<file path="config.mk">
export PLATFORM = sky130hd
export DESIGN_NAME = alu_issue_stage
export DESIGN_NICKNAME = d
export VERILOG_FILES = /design/src/rtl/alu_issue_stage.sv
export SDC_FILE = /design/constraint.sdc
export NUM_CORES = 1
export LEC_CHECK = 0
export BUFFER_PORTS_ARGS = -buffer_cell sky130_fd_sc_hd__buf_2
export CORE_MARGIN = 1
export CORE_UTILIZATION = 54
export DETAILED_ROUTE_END_ITERATION = 8
export PLACE_DENSITY = 0.77
export SYNTH_ARGS = -nofsm -noshare
export SYNTH_HDL_FRONTEND = slang
export SYNTH_SLANG_ARGS = --single-unit
</file>
<file path="constraint.sdc">
create_clock -name i_clk -period 2.07 [get_ports i_clk]
set_clock_uncertainty 0.1 [all_clocks]
set_input_delay 0.1035 -clock i_clk [delete_from_list [all_inputs] [get_ports i_clk]]
set_output_delay 0.1035 -clock i_clk [all_outputs]
set_load 0.05 [all_outputs]
</file>
<file path="src/rtl/alu_issue_stage.sv">
// ID/EX boundary for the ALU: decodes a MIPS word plus regfile operands and holds it
// in a head + skid register pair with valid/ready handshakes on both sides.
module alu_issue_stage #(
    parameter int unsigned DWIDTH    = 32,
    parameter int unsigned IMM_WIDTH = 16,
    parameter int unsigned PC_WIDTH  = 32
) (
    input  logic                 i_clk,
    input  logic                 i_rst_n,
    input  logic                 i_valid,
    output logic                 o_ready,
    input  logic [31:0]          i_instr,
    input  logic [DWIDTH-1:0]    i_data_rs,
    input  logic [DWIDTH-1:0]    i_data_rt,
    input  logic [PC_WIDTH-1:0]  i_pc,
    input  logic                 i_flush,
    output logic                 o_valid,
    input  logic                 i_ready,
    output logic [DWIDTH-1:0]    a_i_data_rs,
    output logic [DWIDTH-1:0]    a_i_data_rt,
    output logic [IMM_WIDTH-1:0] a_i_imm,
    output logic [4:0]           a_i_funct,
    output logic                 a_i_alu_src,
    output logic [PC_WIDTH-1:0]  a_i_pc,
    output logic [4:0]           o_wr_reg,
    output logic                 o_wr_en,
    output logic                 o_illegal
);

    typedef enum logic [4:0] {
        FN_ADD  = 5'd0,
        FN_SUB  = 5'd1,
        FN_AND  = 5'd2,
        FN_OR   = 5'd3,
        FN_XOR  = 5'd4,
        FN_NOR  = 5'd5,
        FN_SLT  = 5'd6,
        FN_SLTU = 5'd7,
        FN_SLL  = 5'd8,
        FN_SRL  = 5'd9,
        FN_SRA  = 5'd10,
        FN_LUI  = 5'd11,
        FN_BCMP = 5'd15
    } alu_fn_e;

    typedef enum logic [5:0] {
        OP_RTYPE = 6'h00,
        OP_BEQ   = 6'h04,
        OP_BNE   = 6'h05,
        OP_ADDI  = 6'h08,
        OP_ADDIU = 6'h09,
        OP_SLTI  = 6'h0A,
        OP_SLTIU = 6'h0B,
        OP_ANDI  = 6'h0C,
        OP_ORI   = 6'h0D,
        OP_XORI  = 6'h0E,
        OP_LUI   = 6'h0F,
        OP_LW    = 6'h23,
        OP_SW    = 6'h2B
    } opcode_e;

    typedef enum logic [5:0] {
        RF_SLL  = 6'h00,
        RF_SRL  = 6'h02,
        RF_SRA  = 6'h03,
        RF_ADD  = 6'h20,
        RF_ADDU = 6'h21,
        RF_SUB  = 6'h22,
        RF_SUBU = 6'h23,
        RF_AND  = 6'h24,
        RF_OR   = 6'h25,
        RF_XOR  = 6'h26,
        RF_NOR  = 6'h27,
        RF_SLT  = 6'h2A,
        RF_SLTU = 6'h2B
    } rfunct_e;

    typedef struct packed {
        logic [DWIDTH-1:0]    data_rs;
        logic [DWIDTH-1:0]    data_rt;
        logic [IMM_WIDTH-1:0] imm;
        alu_fn_e              funct;
        logic                 alu_src;
        logic [PC_WIDTH-1:0]  pc;
        logic [4:0]           wr_reg;
        logic                 wr_en;
        logic                 illegal;
    } entry_t;

    logic [5:0] opcode;
    logic [5:0] rfunct;
    entry_t     dec;
    entry_t     head;
    entry_t     skid;
    logic       head_valid;
    logic       skid_valid;
    logic       accept;
    logic       consume;
    // The rs index field is resolved by the regfile upstream; only its data arrives here.
    logic       unused_rs_field;

    assign opcode          = i_instr[31:26];
    assign rfunct          = i_instr[5:0];
    assign unused_rs_field = ^i_instr[25:21];

    always_comb begin
        dec         = '0;
        dec.data_rs = i_data_rs;
        dec.data_rt = i_data_rt;
        dec.pc      = i_pc;
        dec.imm     = IMM_WIDTH'(i_instr[15:0]);
        dec.funct   = FN_ADD;
        dec.alu_src = 1'b0;
        dec.wr_en   = 1'b0;
        dec.illegal = 1'b0;
        dec.wr_reg  = (opcode == OP_RTYPE) ? i_instr[15:11] : i_instr[20:16];
        case (opcode)
            OP_RTYPE: begin
                dec.wr_en = 1'b1;
                case (rfunct)
                    RF_ADD, RF_ADDU: dec.funct = FN_ADD;
                    RF_SUB, RF_SUBU: dec.funct = FN_SUB;
                    RF_AND:          dec.funct = FN_AND;
                    RF_OR:           dec.funct = FN_OR;
                    RF_XOR:          dec.funct = FN_XOR;
                    RF_NOR:          dec.funct = FN_NOR;
                    RF_SLT:          dec.funct = FN_SLT;
                    RF_SLTU:         dec.funct = FN_SLTU;
                    RF_SLL: begin
                        dec.funct = FN_SLL;
                        dec.imm   = IMM_WIDTH'(i_instr[10:6]);
                    end
                    RF_SRL: begin
                        dec.funct = FN_SRL;
                        dec.imm   = IMM_WIDTH'(i_instr[10:6]);
                    end
                    RF_SRA: begin
                        dec.funct = FN_SRA;
                        dec.imm   = IMM_WIDTH'(i_instr[10:6]);
                    end
                    default: begin
                        dec.illegal = 1'b1;
                        dec.wr_en   = 1'b0;
                    end
                endcase
            end
            OP_ADDI, OP_ADDIU, OP_LW: begin
                dec.funct   = FN_ADD;
                dec.alu_src = 1'b1;
                dec.wr_en   = 1'b1;
            end
            OP_SW: begin
                dec.funct   = FN_ADD;
                dec.alu_src = 1'b1;
            end
            OP_ANDI: begin
                dec.funct   = FN_AND;
                dec.alu_src = 1'b1;
                dec.wr_en   = 1'b1;
            end
            OP_ORI: begin
                dec.funct   = FN_OR;
                dec.alu_src = 1'b1;
                dec.wr_en   = 1'b1;
            end
            OP_XORI: begin
                dec.funct   = FN_XOR;
                dec.alu_src = 1'b1;
                dec.wr_en   = 1'b1;
            end
            OP_SLTI: begin
                dec.funct   = FN_SLT;
                dec.alu_src = 1'b1;
                dec.wr_en   = 1'b1;
            end
            OP_SLTIU: begin
                dec.funct   = FN_SLTU;
                dec.alu_src = 1'b1;
                dec.wr_en   = 1'b1;
            end
            OP_LUI: begin
                dec.funct   = FN_LUI;
                dec.alu_src = 1'b1;
                dec.wr_en   = 1'b1;
            end
            OP_BEQ, OP_BNE: begin
                dec.funct = FN_BCMP;
            end
            default: begin
                dec.illegal = 1'b1;
            end
        endcase
    end

    assign accept  = i_valid & ~skid_valid;
    assign consume = head_valid & i_ready;

    // skid_valid implies head_valid, so the head is always the oldest entry.
    always_ff @(posedge i_clk or negedge i_rst_n) begin
        if (!i_rst_n) begin
            head       <= '0;
            skid       <= '0;
            head_valid <= 1'b0;
            skid_valid <= 1'b0;
        end else if (i_flush) begin
            head_valid <= 1'b0;
            skid_valid <= 1'b0;
        end else if (skid_valid) begin
            if (consume) begin
                head       <= skid;
                skid_valid <= 1'b0;
            end
        end else if (head_valid) begin
            if (consume && accept) begin
                head <= dec;
            end else if (consume) begin
                head_valid <= 1'b0;
            end else if (accept) begin
                skid       <= dec;
                skid_valid <= 1'b1;
            end
        end else if (accept) begin
            head       <= dec;
            head_valid <= 1'b1;
        end
    end

    assign o_valid     = head_valid;
    assign o_ready     = ~skid_valid;
    assign a_i_data_rs = head.data_rs;
    assign a_i_data_rt = head.data_rt;
    assign a_i_imm     = head.imm;
    assign a_i_funct   = head.funct;
    assign a_i_alu_src = head.alu_src;
    assign a_i_pc      = head.pc;
    assign o_wr_reg    = head.wr_reg;
    assign o_wr_en     = head.wr_en;
    assign o_illegal   = head.illegal;

endmodule

</file>
# Word level (Yosys, flattened, before mapping)
# Index checks and enable logic that the tools add are counted.
classes:
  n_eq_ne: 27
  n_mux: 25
  bitwise: 6
  n_reduce_logical: 13
op_table:
  columns: ["operator", "n"]
  rows:
  - ["$mux W125", 5]
  - ["$eq A6 B6 Y1 const B", 12]
  - ["$eq A6 B4 Y1 const B", 8]
  - ["$pmux W4 S10", 1]
  - ["$pmux W5 S8", 1]
  - ["$mux W16", 2]
  - ["$reduce_or A13 Y1", 1]
  - ["$eq A6 B2 Y1 const B", 2]
  - ["$eq A6 B3 Y1 const B", 2]
  - ["$logic_not A6 Y1", 2]
  - ["$mux W1", 12]
  - ["$reduce_or A12 Y1", 1]
  - ["$reduce_or A10 Y1", 1]
  - ["$reduce_or A9 Y1", 1]
  - ["$reduce_and A6 Y1", 1]
  - ["$mux W5", 1]
  - ["$not A1 Y1", 4]
  - ["$pmux W1 S2", 2]
  - ["$reduce_and A4 Y1", 1]
  - ["$reduce_or A2 Y1", 2]
  - ["$ne A3 B1 Y1 const B", 1]
  - ["$reduce_bool A3 Y1", 1]
  - ["$reduce_or A3 Y1", 1]
  - ["$and A1 B1 Y1", 2]
  - ["4 further kinds", 4]
word_totals:
  reg_bits: 252
  elab_cells: 91

# Depth between registers and ports, before layout
# Gate-level depths: netlist of the first run.
logic_depth:
  ltp_word: 8
  depth_mapped: 9

# Least setup slack after synthesis of the first run
# OpenSTA, ideal clock, no wires.
synth_timing:
  path_type: "flip-flop to flip-flop"
  startpoint: "register head_valid (netlist: o_valid)"
  endpoint: "register head (netlist bit a_i_data_rs[0])"
  setup_time_ps: 132
  arrival_ps: 1770
  path_slack_ps: 68
  path_stages_with_launch: 8
  synth_period_minus_slack_ps: 2002
  path_cell_list: "dfrtp_1 > a21boi_1 > or3_4 > buf_6 > buf_6 > buf_6 > nand2_1 > o21ai_1"
synth_between:
  elab_chain_len: 4
  word_cells_on_any_way: 8
  cone_classes: "2 x eq/ne; 2 x mux; 1 x bitwise; 3 x reduce/logical"
synth_rtl:
  columns: ["element", "line", "source"]
  rows:
  - ["start, declared", "95", "logic head_valid;"]
  - ["start signal, assigned", "203", "head_valid <= 1'b0;"]
  - ["start signal, assigned", "206", "head_valid <= 1'b0;"]
  - ["start signal, assigned", "217", "head_valid <= 1'b0;"]
  - ["$and A1 B1 Y1", "196", "assign consume = head_valid & i_ready;"]
  - ["$logic_and A1 B1 Y1", "214", "if (consume && accept) begin"]
  - ["$ne A3 B1 Y1 (no source line)", null, null]
  - ["$reduce_and A4 Y1 (no source line)", null, null]
  - ["end signal, assigned", "210", "head <= skid;"]
  - ["end, declared", "93", "entry_t head;"]
# Several ways; a longest one is shown, not always the timed one.
# A chain may end at the register's enable or synchronous reset.

# Final worst setup path of the first run
layout_timing:
  startpoint: "register skid_valid"
  endpoint: "register head (netlist bit a_i_data_rt[27])"
layout_between:
  elab_chain_len: 5
  word_cells_on_any_way: 8
  cone_classes: "2 x eq/ne; 1 x mux; 2 x bitwise; 3 x reduce/logical"
layout_rtl:
  columns: ["element", "line", "source"]
  rows:
  - ["start, declared", "96", "logic skid_valid;"]
  - ["start signal, assigned", "204", "skid_valid <= 1'b0;"]
  - ["start signal, assigned", "207", "skid_valid <= 1'b0;"]
  - ["start signal, assigned", "211", "skid_valid <= 1'b0;"]
  - ["$not A1 Y1 (no source line)", null, null]
  - ["$and A1 B1 Y1", "195", "assign accept = i_valid & ~skid_valid;"]
  - ["$logic_and A1 B1 Y1", "214", null]
  - ["$ne A3 B1 Y1 (no source line)", null, null]
  - ["$reduce_and A4 Y1 (no source line)", null, null]
# Several ways; a longest one is shown, not always the timed one.

==> out/qor.yml, run 1 <==
power.density_nw_per_um2: 1060
fin_crit_ps: 2090
die_x_um: 143
synth_simple_gate_area_share: 0.187
drt-vias-per-instance: 5.41
register_area_um2: 6260
cts_tree: "built"
yosys.cell_types.count: 44
syn_avg_cell_area_um2: 9.50
grt_pass1_wl_um: 46500
p_leak_nw: 7.43
cts_inserted_buffers: 27
synth_edf_count: 0
final.setup.worst_slack_ps: -18.5
grt_start_max_net_pins: 75
syn_inst: 1134
cts.sinks: 250
antenna_left: 0
fill_cells: 1298
setup_violations: 1
synth.area.mux_share: 0.0966
synth_area_um2: 10800
maxSlewViolCount: 0
fin_area_um2: 14900
ir_drop_uv: 768
ys_seq_elements: 250
drt-initial-drc-count: 575
gp_congestion: 0.815
dp_cells: 1599
antenna_found_initial: 0
worst_pin_slew_ps: 848
yosys.area.top_type: "dfrtp_1"
final_cells: 1793
globalRouteTotalUtil: 0.285
synth_top_area_frac: 0.581
synth_compound_area_frac: 0.0984
crit_type: "reg -> reg"
wire_per_inst_um: 17.2
drive_gt1_frac: 0.228
num_rows: 51
core_area_um2: 19500
dp_hpwl_um: 16700
slew_headroom: 0.435
insertion_delay_ps: 520
worst_setup_path_end_kind: "flop"
dpl-instance-area_um2: 12400
fin_total_pwr_mw: 15.7
synthFlopType: "dfrtp_1"
dr.pass1.iters: 5
required_ps: 2360
synth_fa_ha_area_frac: 0
final_hold_viol_count: 0
clkSlewWorstSetupHoldPaths_ps: 60
cp-start-kind: "flop"
syn-num-nets: 1267
status: "finished, violations left"
synth.top_cells.by_area: "dfrtp_1, nand2_1, mux2i_1, o21ai_1, o21ai_0"
htree_levels: 1
top_register: "skid"
cts_root_buffer: "clkbuf_16"
drc: 0
grt_pass1_vias: 9520
num-nets-final: 1640
fmaxAchievable_ghz: 0.479
drv_cap: 0
rsz0062_at_grt: "true"
arrival_ps: 2380
largest_reg_flops: 124
syn_to_final_growth_pct: 38.4
yosysWarnings: 0
synth-seq-area-share: 0.581
die_y_um: 143
grt.overflow.total: 0
pin_count: 260
violations: "negative setup slack"
start_util: 0.552
async_flop_share: 1.00
period_share: 1.01
cts_buffer_depth: 3
placement.io_buffers: 253
dieArea_um2: 20500
vias: 9706
min_path_type: "in -> reg"
crit_fanout: 18
synthXorXnorAreaFrac: 0
totalWireLength_um: 30800
synth_top_family_by_area: "simple AND/OR/NAND/NOR gates"
multi_input_area_um2: 4180
==> Yosys cell counts, types with 2 or more instances <==
library cell / n
nand3_1: 18
o21ai_1: 89
o21ai_0: 45
buf_2: 7
a21oi_1: 18
o211ai_1: 19
mux2i_1: 104
nor2_1: 10
o22ai_1: 6
o21a_1: 5
nor3_1: 4
a211oi_1: 2
inv_1: 6
nand2_1: 454
nand2b_1: 5
buf_6: 11
dfrtp_1: 250
clkbuf_1: 54
o311ai_0: 2
==> timing repair <==
action,CTS,global route
pin swaps,0,1
endpoints found under the setup margin,1,23
hold buffers,129,0
gates cloned,1,8
buffers inserted,0,6
gates resized for setup,1,18
endpoints found under the hold margin,496,0
==> final cells by class <==
class | instances | share of cell area
Antenna cell | 1 | 0.000168
Inverter | 6 | 0.00176
Timing Repair Buffer | 417 | 0.216
Multi-Input combinational cell | 805 | 0.280
Clock buffer | 42 | 0.0538
Sequential cell | 250 | 0.420
Clock inverter | 7 | 0.00596
Tap cell | 265 | 0.0222
==> path summary, 6_finish.rpt <==
path	slack, ps	to	cells past startpoint	startpoint
worst max-delay path	-20	a_i_data_rt[27]	7	skid_valid
max in group asynchronous	1380	skid[109]	3	i_rst_n
min in group asynchronous	80	skid[83]	3	i_rst_n
worst max register to register	-20	a_i_data_rt[27]	7	skid_valid
worst min register to register	370	skid[14]	2	skid[14]
worst min-delay path	40	skid[123]	6	i_valid
==> layer usage <==
metal	GRT usage	wire length, um
met2	0.485	15100
met4	0.122	1120
met3	0.0456	1760
met1	0.362	12800
met5	0	0
==> through the flow <==
step / TNS (ps) / hold slack [ps] / utilization / setup slack, ps
after floorplan: 0 / -292 / - / 68.2
after global placement: 0 / -116 / 0.633 / 156
after detailed placement: 0 / -116 / 0.633 / 89.8
after CTS: 0 / 10.1 / 0.747 / 43.1
after global routing: -264 / 54.3 / 0.763 / -57.3
final: -18.5 / 42.0 / 0.764 / -18.5
==> power by group <==
| part | total (mW) | internal (mW) | switching (mW) |
|---|---|---|---|
| clock | 4.83 | 2.90 | 1.93 |
| sequential | 6.55 | 5.95 | 0.599 |
| combinational | 4.36 | 1.29 | 3.07 |
| total | 15.7 | 10.1 | 5.60 |
==> critical path: stages, from the launching register on <==
cell,delay [ps]
dfrtp_4,510
nand2b_4,170
a21boi_4,170
or3_4,500
buf_12,160
clkbuf_16,170
nand2_1,80
o21ai_1,80
==> cells in the final DEF (no fill, tap or decap), types with 3 or more instances in the layout <==
master and count:
nand2_1 453, buf_2 251, dfrtp_1 249, dlygate4sd3_1 128
mux2i_1 104, o21ai_1 89, o21ai_0 43, clkbuf_16 33
o211ai_1 19, a21oi_1 18, nand3_1 18, buf_12 14
nor2_1 10, buf_4 10, clkbuf_1 8, clkbuf_8 7
o22ai_1 6, inv_1 5, nand2b_1 5, o21a_1 5
or3_4 4, clkinv_2 4, buf_16 4, nor3_1 3
==> cells by family after synthesis <==
logic type      Yosys count
simple gates            506
flops                   250
buf+inv                  81
compound gates          192
mux                     104
other cells               1
(Power assumes the default switching activity.)
==> inputs of run 2 (changes only) <==
ABC_CLOCK_PERIOD_IN_PS = 2070   (was unset)
CORE_UTILIZATION = 50   (was 54)
PLACE_DENSITY = 0.72   (was 0.77)
SETUP_SLACK_MARGIN = 0.3   (was unset)
==> run 2 against run 1 <==
  * The flow now finishes without violations
  * Non-clock buffer count grew 29
  * Die area grew 7.9%
  * Wire length grew 12%
  * Clock power shrank 4%
  * Utilization shrank 2.4 points
  * Fmax grew 8.9%
==> out/qor.yml, run 2 (same netlist as run 1, synthesis figures left out) <==
totalWireLength_um: 34600
wire_per_inst_um: 18.9
min_path_type: "in -> reg"
start_util: 0.511
slew_headroom: 0.561
setup_violations: 0
crit-reg2reg-launch: "skid_valid"
num_rows: 53
globalRouteTotalUtil: 0.278
period_share: 0.927
rr_worst_depth: 7
power.density_nw_per_um2: 1010
grt.overflow.total: 0
dpl-instance-area_um2: 12300
gp_congestion: 0.832
drive_gt1_frac: 0.268
p_leak_nw: 7.77
required_ps: 2380
pin_count: 260
p_sw_frac: 0.362
fin_crit_ps: 1920
drc: 0
worstSetupPathDepth: 7
clkSlewWorstSetupHoldPaths_ps: 60
cts_root_buffer: "clkbuf_16"
intPower_mw: 10.0
cts_tree: "built"
dp_hpwl_um: 16200
syn_to_final_growth_pct: 44.8
fmaxAchievable_ghz: 0.521
arrival_ps: 2220
grt_pass1_vias: 9763
crit_type: "reg -> reg"
layout_common_cells: "nand2_1, buf_2, dfrtp_1"
dr.pass1.iters: 8
p_seq_frac: 0.417
fill_cells: 1431
maxSlewViolCount: 0
drt-initial-drc-count: 739
num-nets-final: 1669
cts_buffer_depth: 3
core_area_um2: 21100
crit_fanout: 12
worst_setup_path_end_kind: "flop"
switchingPower_mw: 5.71
htree_levels: 1
final.setup.worst_slack_ps: 151
ir_drop_uv: 764
worst_pin_slew_ps: 659
die_x_um: 149
grt_start_max_net_pins: 83
top_register: "skid"
final_hold_viol_count: 0
post-place-ws_ps: 112
critical-path-top-delay-family: "simple AND/OR/NAND/NOR gates"
critPathBufInv: 2
drt-vias-per-instance: 5.49
critPathMaxStageDelay_ps: 480
die_y_um: 149
worstHoldPathCells: 4
reg2reg_slack_ps: 150
rsz0062_at_grt: "true"
grt_pass1_wl_um: 49000
register_area_um2: 6260
fin_area_um2: 15600
r2r_end: "a_i_pc[11]"
endpoint: "a_i_pc[11]"
status: "finished clean"
mostFrequentLayoutCell: "nand2_1"
pwr-share-comb: 0.289
placement.io_buffers: 253
crit_start: "skid_valid"
drv_cap: 0
vias: 10054
fin_tns_setup_ps: 0
critical_path.slowest_cell: "dfrtp_4"
antenna_left: 0
cp-start-kind: "flop"
largest_reg_flops: 124
multi_input_area_um2: 4320
dieArea_um2: 22100
p_clk_frac: 0.294
crit_chain: "nand2b_4 > a21boi_4 > or3_4 > buf_12 > clkbuf_16 > nand2_1 > o21ai_1"
insertion_delay_ps: 520
antenna_found_initial: 1
cts_inserted_buffers: 27
cts.sinks: 250
-- run 2: worst min-delay path: stages --
cell and delay (ps):
buf_2 140, a21oi_1 170, o211ai_1 100, o21a_1 110
-- run 2: per-layer routing --
metal | track usage | part of all wire | wire, um
met5 | 0 | 0 | 0
met4 | 0.132 | 0.040 | 1380
met3 | 0.0410 | 0.061 | 2100
met2 | 0.469 | 0.49 | 17000
met1 | 0.353 | 0.41 | 14100
-- run 2: metrics by stage --
step           cells   util  power (mW)  hold slack, ps
2_1_floorplan   1134      -        9.38            -292
3_3_place_gp    1607  0.585        10.4            28.4
3_5_place_dp    1607  0.585        10.5            28.4
4_1_cts         1802  0.710        15.5            7.00
5_1_grt         1831  0.740        16.4            96.6
6_report        1831  0.740        15.8            41.0
-- run 2: repair_timing --
action / 4_1_cts / 5_1_grt
gates cloned: 10 / 24
setup endpoints to repair: 121 / 239
pin swaps: 15 / 7
endpoints found under the hold margin: 495 / 0
buffers inserted: 9 / 4
resized for setup: 53 / 45
hold buffers: 128 / 0
-- run 2: cell type report --
class | count | area share
antenna | 1 | 0.000160
inverter | 6 | 0.00168
clock buffer | 39 | 0.0520
tap | 275 | 0.0221
clock inverter | 9 | 0.00305
sequential | 250 | 0.401
multi-input combinational | 805 | 0.277
timing repair buffer | 446 | 0.243
-- run 2: worst min-delay path by stage --
stage	startpoint	to	slack [ps]
after global placement	i_rst_n	a_i_data_rt[16]	30
after detailed placement	i_rst_n	skid[74]	30
after CTS	i_instr[26]	skid[40]	7
final	i_instr[26]	skid[40]	40
after global routing	i_instr[26]	a_i_funct[0]	100
after floorplan	i_rst_n	a_i_alu_src	-290
-- run 2: power groups by stage --
stage | logic (mW) | registers, mW | clock network [mW]
6_report | 4.55 | 6.57 | 4.64
5_1_grt | 4.87 | 6.67 | 4.87
4_1_cts | 4.35 | 6.50 | 4.70
3_5_place_dp | 3.96 | 6.57 | 0
3_3_place_gp | 3.88 | 6.52 | 0
2_1_floorplan | 1.21 | 8.17 | 0
==> inputs of run 3 (changes only) <==
PLACE_DENSITY = 0.75   (was 0.72)
REMOVE_ABC_BUFFERS = 1   (was unset)
==> run 3 against run 2 <==
  * Final cell count increased by 1.3%
  * Hold slack better by 15 ps
  * Global-route usage up 3.2 points
  * Count of clock-buffer cells in the layout grew 1
  * Critical path depth is the same
  * Critical path type unchanged
  * Largest power group unchanged
==> out/qor.yml, run 3 (same netlist as run 1, synthesis figures left out) <==
holdPathEnd: "skid[42]"
die_x_um: 149
required_ps: 2380
period_share: 0.942
fin_crit_ps: 1950
htree_levels: 1
fin_area_um2: 17100
grt_pass1_wl_um: 53400
antenna_found_initial: 2
cts_root_buffer: "clkbuf_16"
drive_gt1_frac: 0.401
totalWireLength_um: 39800
gp_congestion: 0.894
drc: 0
pin_count: 260
arrival_ps: 2260
power.density_nw_per_um2: 1020
clkSlewWorstSetupHoldPaths_ps: 60
dpl-instance-area_um2: 12400
final_cells: 1854
dp_cells: 1614
grt_start_max_net_pins: 78
start_util: 0.511
cts_buffer_depth: 3
dp_hpwl_um: 16600
setup_violations: 0
final_core_util: 0.812
crit_type: "reg -> reg"
antenna_left: 0
grt.overflow.total: 0
rsz0062_at_grt: "true"
r2r_end: "a_i_data_rs[21]"
ir_drop_uv: 902
layout_common_cells: "nand2_1, buf_2, dfrtp_1"
worst_setup_path_end_kind: "flop"
syn_to_final_growth_pct: 58.9
fin_tns_setup_ps: 0
fin_total_pwr_mw: 17.4
drv_cap: 0
cp-start-kind: "flop"
num_rows: 53
worstHoldPathCells: 6
vias: 10622
maxSlewViolCount: 0
globalRouteTotalUtil: 0.310
critPathMaxStageDelay_ps: 480
top_register: "skid"
critical-path-top-delay-family: "simple AND/OR/NAND/NOR gates"
hp-start: "i_instr[26]"
dieArea_um2: 22100
die_y_um: 149
min_path_type: "in -> reg"
critPathBufInv: 2
reg2reg_slack_ps: 120
multi_input_area_um2: 5270
final_hold_viol_count: 0
p_leak_nw: 8.27
dr.pass1.iters: 5
core_area_um2: 21100
status: "finished clean"
cts_tree: "built"
mostFrequentLayoutCell: "nand2_1"
critical_path.slowest_cell: "dfrtp_4"
register_area_um2: 6260
fmaxAchievable_ghz: 0.513
crit_chain: "nand2b_4 > a21boi_4 > or3_4 > buf_6 > clkbuf_16 > nand2_1 > o21ai_1"
grt_pass1_vias: 10248
slew_headroom: 0.579
cts.sinks: 250
fill_cells: 1147
crit-reg2reg-launch: "skid_valid"
rr_worst_depth: 7
drt-vias-per-instance: 5.73
crit_fanout: 16
num-nets-final: 1692
wire_per_inst_um: 21.5
largest_reg_flops: 124
drt-initial-drc-count: 662
cts_inserted_buffers: 28
worst_pin_slew_ps: 631
placement.io_buffers: 253
insertion_delay_ps: 520
## run 3: changes by cell type in the layout (fill, tap and decap cells not counted), moves of 8 or more
cell / previous run / this run
buf_16: 14 / 23
o21ai_1: 94 / 59
o21ai_2: 16 / 43
buf_12: 10 / 23
nand2_2: 12 / 93
o21ai_0: 24 / 32
nand2_4: 4 / 84
nand2_1: 438 / 277
## run 3: worst max-delay path by stage
stage                          start         endpoint  slack (ps)  cells after the start
after global routing      skid_valid  a_i_data_rt[26]          50                      7
after floorplan           skid_valid         skid[41]       -6460                      4
after global placement    skid_valid   a_i_data_rt[8]         130                      5
after detailed placement  skid_valid   a_i_data_rt[8]          90                      5
final                     skid_valid  a_i_data_rs[21]         120                      7
after CTS                 skid_valid   a_i_data_rt[8]         130                      7
## run 3: final cells by class
type / instances / area share
timing repair buffer: 467 / 0.247
clock buffer: 40 / 0.0500
tap: 275 / 0.0201
inverter: 6 / 0.00153
multi-input combinational: 806 / 0.307
clock inverter: 8 / 0.00833
sequential: 250 / 0.366
antenna: 2 / 0.000292
## run 3: report_power, final
group          switching [mW]  total, mW  internal (mW)
sequential              0.901       6.85           5.95
combinational            3.41       5.19           1.78
clock                    2.01       5.36           3.35
total                    6.33       17.4           11.1
## run 3: repair_timing
item / 4_1_cts / 5_1_grt
hold buffers: 127 / 0
setup buffers: 14 / 10
endpoints found under the hold margin: 476 / 0
setup endpoints to repair: 155 / 246
gates cloned: 24 / 15
pin swaps: 58 / 143
resized for setup: 117 / 284
## run 3: per-stage QoR
stage	setup slack [ps]	hold WS (ps)
after global routing	53.9	79.1
after floorplan	-6460	-292
final	120	55.7
after detailed placement	85.6	41.1
after global placement	134	36.1
after CTS	130	16.2
## run 3: per-layer routing
metal	routed length (um)	global-route usage
met5	0	0
met4	1760	0.123
met3	3340	0.0685
met2	20000	0.529
met1	14700	0.384
## run 3: tightest hold or removal path: cells and delay by family
| kind | cells | cell delay (ps) |
|---|---|---|
| simple gates | 3 | 180 |
| buf+inv | 1 | 140 |
| compound gates | 2 | 210 |
